**src/rtl/program_loader.sv**
```systemverilog
// Program loader: clears program memory, then streams a little-endian length,
// the program bytes and an 8-bit additive checksum from a UART byte stream.
module program_loader #(
    parameter int unsigned MEM_BYTES      = 1024,
    parameter int unsigned TIMEOUT_CYCLES = 1000000
) (
    input  logic        clk,
    input  logic        rst_n,
    input  logic        load_start,
    input  logic        rx_valid,
    input  logic [7:0]  rx_data,
    output logic        mem_write_enable,
    output logic [7:0]  mem_write_data,
    output logic [31:0] mem_write_address,
    output logic        mem_clear,
    output logic        cpu_hold,
    output logic        busy,
    output logic        load_done,
    output logic        load_error,
    output logic [1:0]  error_code,
    output logic [31:0] bytes_written
);

    localparam int unsigned   TW      = $clog2(TIMEOUT_CYCLES + 1);
    localparam logic [TW-1:0] TO_LAST = TW'(TIMEOUT_CYCLES - 1);
    localparam logic [31:0]   MAX_LEN = 32'(MEM_BYTES);

    typedef enum logic [2:0] {
        S_IDLE  = 3'd0,
        S_CLEAR = 3'd1,
        S_LEN   = 3'd2,
        S_DATA  = 3'd3,
        S_CHK   = 3'd4,
        S_DONE  = 3'd5,
        S_ERROR = 3'd6
    } state_t;

    state_t        state_r, state_s;
    logic [31:0]   len_r, len_s;
    logic [31:0]   len_full_s;
    logic [1:0]    len_idx_r, len_idx_s;
    logic [7:0]    sum_r, sum_s;
    logic [TW-1:0] to_cnt_r, to_cnt_s;
    logic          we_s;
    logic [7:0]    wdata_s;
    logic [31:0]   waddr_s;
    logic [1:0]    code_s;
    logic [31:0]   count_s;

    // Next-state, datapath and write-port decode
    always_comb begin
        state_s    = state_r;
        len_s      = len_r;
        len_idx_s  = len_idx_r;
        sum_s      = sum_r;
        to_cnt_s   = to_cnt_r;
        we_s       = 1'b0;
        wdata_s    = mem_write_data;
        waddr_s    = mem_write_address;
        code_s     = error_code;
        count_s    = bytes_written;
        // Length bytes shift in from the top so the first byte lands in [7:0]
        len_full_s = {rx_data, len_r[31:8]};

        if (load_start && (state_r != S_CLEAR)) begin
            state_s   = S_CLEAR;
            len_s     = 32'd0;
            len_idx_s = 2'd0;
            sum_s     = 8'd0;
            to_cnt_s  = '0;
            code_s    = 2'b00;
            count_s   = 32'd0;
        end else begin
            case (state_r)
                S_IDLE:  state_s = S_IDLE;
                S_CLEAR: state_s = S_LEN;
                S_LEN, S_DATA, S_CHK: begin
                    if (!rx_valid) begin
                        if (to_cnt_r == TO_LAST) begin
                            state_s = S_ERROR;
                            code_s  = 2'b11;
                        end else begin
                            to_cnt_s = to_cnt_r + TW'(1);
                        end
                    end else begin
                        to_cnt_s = '0;
                        case (state_r)
                            S_LEN: begin
                                len_s     = len_full_s;
                                len_idx_s = len_idx_r + 2'd1;
                                if (len_idx_r == 2'd3) begin
                                    if (len_full_s > MAX_LEN) begin
                                        state_s = S_ERROR;
                                        code_s  = 2'b01;
                                    end else if (len_full_s == 32'd0) begin
                                        state_s = S_CHK;
                                    end else begin
                                        state_s = S_DATA;
                                    end
                                end else begin
                                    state_s = S_LEN;
                                end
                            end
                            S_DATA: begin
                                we_s    = 1'b1;
                                wdata_s = rx_data;
                                waddr_s = bytes_written;
                                count_s = bytes_written + 32'd1;
                                sum_s   = sum_r + rx_data;
                                if ((bytes_written + 32'd1) == len_r) begin
                                    state_s = S_CHK;
                                end else begin
                                    state_s = S_DATA;
                                end
                            end
                            S_CHK: begin
                                if (rx_data == sum_r) begin
                                    state_s = S_DONE;
                                end else begin
                                    state_s = S_ERROR;
                                    code_s  = 2'b10;
                                end
                            end
                            default: state_s = S_IDLE;
                        endcase
                    end
                end
                S_DONE:  state_s = S_IDLE;
                S_ERROR: state_s = S_ERROR;
                default: state_s = S_IDLE;
            endcase
        end
    end

    // State, datapath and registered outputs
    always_ff @(posedge clk) begin
        if (!rst_n) begin
            state_r           <= S_IDLE;
            len_r             <= 32'd0;
            len_idx_r         <= 2'd0;
            sum_r             <= 8'd0;
            to_cnt_r          <= '0;
            mem_write_enable  <= 1'b0;
            mem_write_data    <= 8'd0;
            mem_write_address <= 32'd0;
            mem_clear         <= 1'b0;
            cpu_hold          <= 1'b0;
            busy              <= 1'b0;
            load_done         <= 1'b0;
            load_error        <= 1'b0;
            error_code        <= 2'b00;
            bytes_written     <= 32'd0;
        end else begin
            state_r           <= state_s;
            len_r             <= len_s;
            len_idx_r         <= len_idx_s;
            sum_r             <= sum_s;
            to_cnt_r          <= to_cnt_s;
            mem_write_enable  <= we_s;
            mem_write_data    <= wdata_s;
            mem_write_address <= waddr_s;
            mem_clear         <= (state_s == S_CLEAR);
            cpu_hold          <= (state_s != S_IDLE);
            busy              <= (state_s inside {S_CLEAR, S_LEN, S_DATA, S_CHK});
            load_done         <= (state_s == S_DONE);
            load_error        <= (state_s == S_ERROR);
            error_code        <= code_s;
            bytes_written     <= count_s;
        end
    end

endmodule

```
**config.mk**
```make
export PLATFORM = sky130hd
export DESIGN_NAME = program_loader
export DESIGN_NICKNAME = d
export VERILOG_FILES = /design/src/rtl/program_loader.sv
export SDC_FILE = /design/constraint.sdc
export NUM_CORES = 1
export LEC_CHECK = 0
export ABC_AREA = 1
export CAP_MARGIN = 20
export CORE_AREA = 4 4 129 131
export CTS_CLUSTER_DIAMETER = 200
export DETAILED_ROUTE_END_ITERATION = 6
export DIE_AREA = 0 0 133 135
export PLACE_DENSITY = 0.71
export RECOVER_POWER = 50
export SETUP_SLACK_MARGIN = 0.4
export SLEW_MARGIN = 20
export SYNTH_ARGS = -nofsm -noshare
export SYNTH_HDL_FRONTEND = slang
export SYNTH_SLANG_ARGS = --single-unit
```
**constraint.sdc**
```tcl
create_clock -name clk -period 5.9 [get_ports clk]
set_input_delay 1.18 -clock clk [delete_from_list [all_inputs] [get_ports clk]]
set_output_delay 1.18 -clock clk [all_outputs]
set_load 0.03 [all_outputs]
```
==> metrics.md <==
| Metric | Value |
|---|---|
| R2r setup slk | `2.66 ns` |
| Worst-Margin Slew | `2.41 ns` |
| Worst Path Max Fanout | `52` |
| CTS tree | `yes` |
| WL met1 | `10000 um` |
| Post-route cell area | `9180 um2` |
| Worst-skew pair later-pin latency | `0.43 ns` |
| Sw Share | `23.4%` |
| Die Footprint | `18000 um2` |
| Crit-path max cell delay | `1.73 ns` |
| Most common cell after layout, fill and taps aside | `nand2_1` |
| Drt drc | `0` |
| Crit path kind | `primary input to flop` |
| Die Span X | `133 um` |
| Placed inst area | `8620 um2` |
| Fraction of registers with async set/reset | `0%` |
| Syn Inst Count | `1117` |
| Worst r2r dst | `bytes_written[26]$_SDFFE_PP0P_` |
| Met3 wire len | `1190 um` |
| Post-CTS setup buffer count | `0` |
| Antenna Nets Post-Route | `0` |
| Startpoint types | `primary input` |
| First-pass GRT wire length | `34800 um` |
| R2R cell count | `8` |
| Pwr/cell area | `236 nW/um2` |
| Largest net degree at the start of global routing | `58` |
| Crit Reg-Reg Startpoint | `state_r[0]$_SDFF_PN0_` |
| Std-Cell Rows | `46` |
| Synth cell types | `41` |
| Seq/Total Area, Yosys | `38.6%` |
| FF/Latch Area | `2900 um2` |
| Post-CTS sizing | `0` |
| Final Util | `58.9%` |
| Multi-input logic area | `3950 um2` |
| Main synth FF type | `dfxtp_1` |
| Clock Sinks | `145` |
| CP endpoint kind | `flop` |
| Initial Util | `48.2%` |
| Layout area overhead | `22.3%` |
| Most frequent cells in the layout | `nand2_1 (244), dfxtp_1 (145), inv_1 (140)` |
| Drt pass-1 iters | `5` |
| Clock buffer depth | `2` |
| Max Slew Vio Count | `53` |
| NetSw | `0.506 mW` |
| Top Ports | `92` |
| H-Tree Depth | `4` |
| Final Hold Vio Count | `0` |
| Max VDD drop | `0.000210 V` |
| ANT cells | `0` |
| Hold path cells | `2` |
| Setup tns final | `0 ns` |
| CP required | `6.21 ns` |
| P_int | `1.66 mW` |
| Largest area contributor in the netlist | `dfxtp_1` |
| Top cells by area, synth | `dfxtp_1 (39%), nand2_1 (12%), a21oi_1 (7.7%)` |
| Worst path cell trace | `dlygate4sd3_1, clkinv_1, nor2_4, clkbuf_1, nand3_1, o211ai_1, inv_1` |
| Fmax | `227 MHz` |
| Status | `complete, but fails checks` |
| Initial antenna violation count | `0` |
| Routed wire length | `21100 um` |
| Failing checks | `capacitance limit, slew limit` |
| Top-area cell type share of the netlist area | `38.6%` |
| Routability Congestion | `0.917` |
| CTS root buf | `clkbuf_16` |
| Hold Crit Start | `error_code[0]$_SDFFE_PP0P_` |
| Crit path buffers/inverters | `4` |
| Clock transition at the registers of the reported paths | `0.06 ns` |
| Total power | `2.17 mW` |
| Routed len/inst | `14.8 um` |
| Worst Hold Class | `flop to flop` |
| Iter 0 DRT Violations | `701` |
| RSZ-0062 raised after global routing | `no` |
| Final Critical Period | `4.40 ns` |
| Drt via density | `5.30` |
| Min-Delay Endpoint | `error_code[0]$_SDFFE_PP0P_` |
| Core Box Area | `15600 um2` |
| Rel. slew slack | `-61.0%` |
| Vias | `7552` |
| Post-synth EDFFs | `0` |
| Hold buffer count at CTS | `0` |
| Die height | `135 um` |
| DP HPWL | `15400 um` |
| Total track usage | `24.2%` |
| Number of buffers created by CTS | `17` |
| Sequential Power Share | `45.9%` |
| Final Skew | `0.00730 ns` |
| Met2 Routed Length | `9240 um` |
| Vias in the first global route | `6764` |
| Synth Area per Inst | `6.73 um2` |
| Fillcell total | `1470` |
| # port buffers | `91` |
| Ys Warns | `0` |
| Top sig layer | `met4` |
| Crit path arrival time | `4.71 ns` |
| Lkg Pwr | `4.06 nW` |
| Top Family by Delay on Critical Path | `buffers and inverters` |
| Net Count, Synth | `1140` |
| Clock network fraction of design power | `49.0%` |
| Gr ovfl total | `0` |
| Final setup vio count | `0` |
| Fraction of layout cells with a size suffix above 1 | `6.61%` |
| Final net count | `1220` |
| Period utilisation layout | `74.6%` |
| CP max stage cell | `clkbuf_1` |
| Post-synthesis cell area | `7510 um2` |
| Synthesized flop and latch total | `145` |
| Logic pwr share | `5.1%` |
| # Max-Cap Violations | `1` |
==> kinds of logic (layout without fill, tap and decap cells) <==
group           after synthesis  after routing  share of synthesized area [%]
fa+ha+maj                    11             11                           1.93
buf+inv                     181            274                           9.04
simple gates                512            512                           30.3
xor+xnor                     12             12                           1.77
compound gates              256            256                           18.3
flops                       145            145                           38.6
==> registers in the layout, indices dropped and copies added (netlist names), 2 cells and up <==
register / count
state_r: 3
mem_write_data: 8
mem_write_address: 32
sum_r: 8
len_r: 32
len_idx_r: 2
error_code: 2
bytes_written: 32
to_cnt_r: 20
==> per-stage QoR <==
step           std cells  hold WS (ns)  setup slack, ns
2_1_floorplan       1117         0.443             3.22
3_3_place_gp        1394         0.456             1.72
3_5_place_dp        1394         0.465             1.71
4_1_cts             1426         0.474             2.16
5_1_grt             1426         0.496             1.08
6_report            1426         0.471             1.50
==> area by class of cell <==
type,instances,share of cell area [%]
tap,216,2.94
multi-input combinational,791,43.0
inverter,146,5.97
timing repair buffer,96,10.3
clock buffer,21,5.01
sequential,145,31.6
clock inverter,11,1.23
==> Yosys cell counts, types with 2 or more instances <==
master    instances
xor2_1            8
nor4_1           10
nor3_1           14
nand2_2          14
nor2_1          106
xnor3_1           2
nor2_4            5
o21a_1            4
inv_2             4
o21ai_1           3
o211ai_1         14
a21oi_1         116
nor2_2           11
o21ai_0         103
inv_1           140
xnor2_1           2
o221ai_1          2
dfxtp_1         145
ha_1             10
nand4_1           9
nand2_4           2
a31oi_1           3
nand3b_1          5
or2_2             2
nand3_1          85
clkbuf_1         35
nand2_1         244
nand3_2           2
a211oi_1          4
clkinv_1          2
==> worst max-delay path by stage <==
| stage | from | depth (start not counted) | to |
|---|---|---|---|
| after floorplan | rx_data[2] | 13 | sum_r[7]$_SDFFE_PP0P_ |
| after global placement | rst_n | 9 | to_cnt_r[0]$_SDFFE_PP0P_ |
| final | rx_valid | 7 | bytes_written[26]$_SDFFE_PP0P_ |
| after global routing | rx_valid | 6 | len_r[13]$_SDFFE_PP0P_ |
| after CTS | rst_n | 9 | to_cnt_r[0]$_SDFFE_PP0P_ |
| after detailed placement | rst_n | 9 | to_cnt_r[0]$_SDFFE_PP0P_ |
==> worst reg2reg max path, cell delays in order (launching register included) <==
cell,delay (ns)
dfxtp_1,0.38
inv_1,0.05
nor2_1,0.15
nand2_1,0.13
nor2_4,0.10
clkbuf_1,1.73
nand3_1,0.32
o211ai_1,0.19
inv_1,0.07
==> power groups by stage <==
stage | sequential [mW] | clock [mW] | combinational [mW]
floorplan | 1.02 | 0 | 0.0618
global placement | 1.02 | 0 | 0.112
detailed placement | 1.02 | 0 | 0.112
CTS | 0.994 | 1.07 | 0.113
global route | 0.995 | 1.11 | 0.123
finish | 0.994 | 1.06 | 0.111
==> layer usage <==
layer	GRT usage, %	up-vias
met5	0	-
met4	8.37	0
met3	5.25	46
met2	37.2	225
met1	33.7	3429
li1	-	3852
Note: power is estimated with default switching activity, not from simulation.
